===== src/rtl/uart_tx_arbiter.sv =====
// Round-robin arbiter that shares one uart_tx among N_REQ byte-stream requesters.
// It holds a packet lock until a byte marked last and sequences the TxD_start/TxD_busy handshake.
module uart_tx_arbiter #(
  parameter int N_REQ         = 4,
  parameter int START_TIMEOUT = 15,
  parameter int LOCK_TIMEOUT  = 1023,
  localparam int unsigned ID_W = (N_REQ > 1) ? $clog2(N_REQ) : 1
) (
  input  logic               clk,
  input  logic               reset_n,
  input  logic [N_REQ-1:0]   req,
  input  logic [8*N_REQ-1:0] req_data,
  input  logic [N_REQ-1:0]   req_last,
  output logic [N_REQ-1:0]   req_ack,
  output logic [ID_W-1:0]    grant_id,
  output logic               locked,
  output logic               tx_start,
  output logic [7:0]         tx_data,
  input  logic               tx_busy,
  output logic               err_timeout,
  input  logic               err_clr
);

  localparam int unsigned START_W = $clog2(START_TIMEOUT + 1);
  localparam int unsigned LOCK_W  = $clog2(LOCK_TIMEOUT + 1);

  typedef enum logic [1:0] {
    IDLE      = 2'd0,
    LAUNCH    = 2'd1,
    WAIT_DONE = 2'd2
  } arbState;

  arbState            state;
  logic [ID_W-1:0]    rrPtr;
  logic [START_W-1:0] startCnt;
  logic [LOCK_W-1:0]  lockCnt;

  logic               ownerReq;
  logic               pickValid;
  logic [ID_W-1:0]    pickIdx;
  logic [7:0]         pickData;
  logic               pickLast;

  // Request line of the current lock owner.
  always_comb begin
    ownerReq = 1'b0;
    for (int i = 0; i < N_REQ; i++) begin
      if (ID_W'(i) == grant_id) ownerReq = req[i];
    end
  end

  // Pick the candidate: the owner when locked, otherwise the first request after rrPtr.
  // The loop runs from the farthest offset down so the nearest request is assigned last.
  always_comb begin
    logic [ID_W-1:0] cand;
    cand      = '0;
    pickValid = 1'b0;
    pickIdx   = '0;
    if (locked) begin
      pickValid = ownerReq;
      pickIdx   = grant_id;
    end else begin
      for (int off = N_REQ; off >= 1; off--) begin
        cand = ID_W'((int'(rrPtr) + off) % N_REQ);
        if (req[cand]) begin
          pickValid = 1'b1;
          pickIdx   = cand;
        end
      end
    end
  end

  // Byte and last flag of the picked requester.
  always_comb begin
    pickData = 8'h00;
    pickLast = 1'b0;
    for (int i = 0; i < N_REQ; i++) begin
      if (ID_W'(i) == pickIdx) begin
        pickData = req_data[8*i +: 8];
        pickLast = req_last[i];
      end
    end
  end

  always_ff @(posedge clk or negedge reset_n) begin
    if (!reset_n) begin
      state       <= IDLE;
      rrPtr       <= ID_W'(N_REQ - 1);
      startCnt    <= '0;
      lockCnt     <= '0;
      req_ack     <= '0;
      grant_id    <= '0;
      locked      <= 1'b0;
      tx_start    <= 1'b0;
      tx_data     <= 8'h00;
      err_timeout <= 1'b0;
    end else begin
      req_ack <= '0;
      // A timeout raised in the same cycle overrides this clear below.
      if (err_clr) err_timeout <= 1'b0;

      case (state)
        IDLE: begin
          if (pickValid && !tx_busy) begin
            tx_data  <= pickData;
            grant_id <= pickIdx;
            req_ack  <= N_REQ'(1) << pickIdx;
            tx_start <= 1'b1;
            locked   <= ~pickLast;
            rrPtr    <= pickIdx;
            lockCnt  <= '0;
            startCnt <= '0;
            state    <= LAUNCH;
          end else if (locked && !ownerReq) begin
            if (lockCnt == LOCK_W'(LOCK_TIMEOUT - 1)) begin
              locked  <= 1'b0;
              lockCnt <= '0;
            end else begin
              lockCnt <= lockCnt + LOCK_W'(1);
            end
          end
        end

        LAUNCH: begin
          if (tx_busy) begin
            tx_start <= 1'b0;
            startCnt <= '0;
            state    <= WAIT_DONE;
          end else if (startCnt == START_W'(START_TIMEOUT - 1)) begin
            // Transmitter never answered: drop the byte and free the channel.
            tx_start    <= 1'b0;
            err_timeout <= 1'b1;
            locked      <= 1'b0;
            startCnt    <= '0;
            state       <= IDLE;
          end else begin
            startCnt <= startCnt + START_W'(1);
          end
        end

        WAIT_DONE: begin
          if (!tx_busy) state <= IDLE;
        end

        default: state <= IDLE;
      endcase
    end
  end

endmodule


===== config.mk =====
export PLATFORM = sky130hd
export DESIGN_NAME = uart_tx_arbiter
export DESIGN_NICKNAME = d
export VERILOG_FILES = /design/src/rtl/uart_tx_arbiter.sv
export SDC_FILE = /design/constraint.sdc
export NUM_CORES = 1
export LEC_CHECK = 0
export ABC_AREA = 1
export CELL_PAD_IN_SITES_DETAIL_PLACEMENT = 2
export CELL_PAD_IN_SITES_GLOBAL_PLACEMENT = 2
export CORE_AREA = 2 2 96 98
export DETAILED_ROUTE_END_ITERATION = 12
export DIE_AREA = 0 0 98 100
export PLACE_DENSITY = 0.75
export RECOVER_POWER = 25
export SLEW_MARGIN = 20
export SYNTH_ARGS = -nofsm -noshare
export SYNTH_HDL_FRONTEND = slang
export SYNTH_SLANG_ARGS = --single-unit

===== constraint.sdc =====
create_clock -name clk -period 2.45 [get_ports clk]
set_clock_uncertainty 0.15 [all_clocks]
set_input_delay 0.49 -clock clk [delete_from_list [all_inputs] [get_ports clk]]
set_output_delay 0.49 -clock clk [all_outputs]
set_load 0.01 [all_outputs]

==> results.py <==
metrics = {
    "timing": {
        "finalMaxSlewViolations": 0,
        "max_slew_margin": 0.296,
        "layout_setup_ws_ns": 0.144,
        "finalCriticalPeriod_ns": 2.31,
        "final_hold_viol_count": 0,
        "final.period_utilization": 0.941,
        "max_freq_mhz": 434,
        "hold-worst-slack_ns": 0.325,
        "worst_margin_slew_ns": 1.06,
        "rsz0062_at_grt": "true",
        "setup_viol_count_final": 0,
        "fin_setup_tns_ns": 0,
    },
    "hold_path": {
        "worst_hold_path.endpoint": "state[1]",
        "holdPathStages": 1,
        "min-delay-path-class": "flop to flop",
        "hold_path_startpoint": "state[1]",
    },
    "critical_path": {
        "regToRegStartpoint": "rrPtr[0]",
        "critical_path_peak_fanout": 9,
        "crit_path_cell_trace": "clkdlybuf4s50_1 -> inv_1 -> nand2_1 -> nand2_2 -> and2_4 -> nand3b_1 -> nand2_1 -> nor2_2 -> inv_2 -> nor2_8 -> buf_4 -> o21ai_2 -> inv_1 -> nand2_1 -> nand2_1",
        "cpMaxStageDelayCell": "clkdlybuf4s50_1",
        "slowest_delay_ns": 0.50,
        "crit_path_end_kind": "flop",
        "reg2reg_slack_ns": 0.20,
        "crit_arrival_ns": 2.40,
        "cp_num_cells": 15,
        "cp.required_ns": 2.54,
        "timing.reg2reg.worst_path_depth": 15,
        "worstSetupPathType": "primary input to flop",
        "critPathTopFamily": "simple AND/OR/NAND/NOR gates",
        "path_buf_inv": 5,
        "most_frequent_cell_on_the_critical_path": "nand2_1",
        "worstReg2RegEnd": "tx_data[4]",
        "worstSetupStartpointType": "primary input",
    },
    "detailed_routing": {
        "detail_route.vias_per_cell": 4.72,
        "avgRoutedWirePerCell_um": 15.3,
        "antenna_violating_nets_post_route": 0,
        "total_via_count_in_the_routed_design": 2381,
        "detail_route.wirelength_um": 7710,
        "drt_iter0_drc": 40,
        "drt-pass1-iter-count": 4,
        "drc": 0,
    },
    "clock_tree": {
        "cts.htree.levels": 2,
        "cell_at_the_root_of_the_clock_tree": "clkbuf_8",
        "cts.path.max_buffers": 2,
        "tritoncts_clock_tree": "done",
        "worstSkewPairLatency_ns": 0.30,
        "cts_num_sinks": 35,
        "path_clk_slew_ns": 0.08,
        "cts_bufs_inserted": 5,
    },
    "floorplanning": {
        "ios": 61,
        "initial_standard_cell_utilization_of_the_core": 0.258,
        "die_height_um": 100,
        "rows": 35,
        "die_area_um2": 9800,
        "die-width_um": 98,
        "core-area_um2": 8890,
    },
    "logic_synthesis": {
        "syn-mean-instance-area_um2": 7.40,
        "synth.yosys.seq_area_share": 0.383,
        "synth_area_um2": 2290,
        "synth_edf_count": 0,
        "netlist_instances": 310,
        "ys_seq_elements": 35,
        "ys.flop_type": "dfrtp_1",
        "synth.lib_cells_used.distinct": 36,
        "yosysWarningCount": 0,
        "synth_nets": 358,
        "async_flop_share": 1.00,
    },
    "pwr": {
        "power.switching_mw": 1.95,
        "power.static_leakage_nw": 1.55,
        "intPower_mw": 2.13,
        "seq_power_share": 0.238,
        "ir_drop_mv": 0.507,
        "pwr-share-clk": 0.115,
        "p_per_area_nw_per_um2": 1250,
        "power_switching_share": 0.479,
        "power.share.combinational": 0.648,
    },
    "global_routing": {
        "grt-ovfl-total": 0,
        "grt_pass1_wl_um": 13200,
        "pin_count_of_the_biggest_net_entering_global_routing": 20,
        "initial_antenna_violation_count": 0,
        "vias_in_the_first_global_route": 2707,
        "grtUsageTotal": 0.168,
    },
    "placed_design": {
        "total_placed_cells_including_tap_cells": 492,
        "place_ws_ns": -0.274,
        "gpl.final_weighted_congestion": 0.886,
        "dp_hpwl_um": 6160,
        "numPortBuffers": 60,
    },
    "cells_and_area": {
        "fin_util": 0.366,
        "drive_above_1_share": 0.160,
        "inserted_diodes": 0,
        "final_net_count": 440,
        "mostFrequentLayoutCell": "nand2_1",
        "post_layout_nonfiller_instances": 504,
        "commonest_cells_after_routing_fill_and_taps_aside": "89 x nand2_1, 59 x clkdlybuf4s50_1, 38 x inv_1",
        "syn2layout_area_growth_pct": 42.0,
    },
    "outcome": {
        "outcome": "finished, final reports clean",
    },
    "flow_run": {
        "cap_viol_max_count": 0,
    },
}
-- how the worst max path moves through the flow --
stage,start,end
finish,req[2],tx_data[0]
floorplan,rrPtr[0],tx_data[0]
global placement,req[2],tx_data[4]
global route,req[2],tx_data[5]
detailed placement,req[3],tx_data[4]
CTS,rrPtr[0],tx_data[4]
-- synth_stat cells (all sizes together), types with 4 or more instances --
cell type	instances	area, um2
nand3	33	170
nand2	103	429
ha	4	50.1
a21oi	7	46.3
dfrtp	33	826
nor3	4	20.0
buf	9	88.8
o21ai	29	160
nand4	11	68.8
nor2	16	88.8
inv	42	163
-- cell families after synthesis --
kind of cell	after synthesis	share of synthesized area
adder cells (fa/ha/maj)	4	0.0218
buffers and inverters	51	0.110
XOR/XNOR	3	0.0115
flip-flops	35	0.383
AO/OA/AOI/OAI	44	0.117
AND/OR/NAND/NOR	173	0.357
-- registers in the layout, indices dropped and copies added (netlist names) --
name,count
state,2
startCnt,4
lockCnt,10
locked,1
err_timeout,1
req_ack,4
tx_start,1
rrPtr,2
grant_id,2
tx_data,8
-- stage by stage --
| step | power [mW] | area [um2] |
|---|---|---|
| after detailed placement | 3.56 | 3100 |
| after global routing | 4.50 | 3260 |
| final | 4.08 | 3260 |
| after CTS | 4.07 | 3210 |
| after global placement | 3.48 | 3100 |
| after floorplan | 2.59 | 2290 |
-- per-layer routing --
metal,global-route usage,part of all wire,vias to the layer above
li1,-,-,1169
met1,0.191,0.42,1152
met2,0.308,0.51,53
met3,0.0494,0.060,7
met4,0.0449,0.011,0
met5,0,0,-
-- cell type report --
cell class / instances / area, um2
inverter: 42 / 165
fill: 1050 / 5630
clock inverter: 1 / 8.76
multi-input combinational: 224 / 1180
sequential: 35 / 878
tap: 111 / 139
timing repair buffer: 84 / 796
clock buffer: 7 / 86.3
-- power groups by stage --
stage	logic (mW)	registers (mW)	clock network [mW]
floorplan	1.61	0.977	0
global placement	2.50	0.985	0
detailed placement	2.57	0.994	0
CTS	2.59	0.989	0.489
global route	2.99	1.01	0.502
finish	2.64	0.970	0.468
-- what timing repair did --
action,4_1_cts,5_1_grt
setup buffers,0,3
resized for setup,0,14
endpoints found under the setup margin,0,21
hold endpoints to repair,12,0
hold buffers,1,0
No activity file was read; power rests on OpenSTA's default activity.
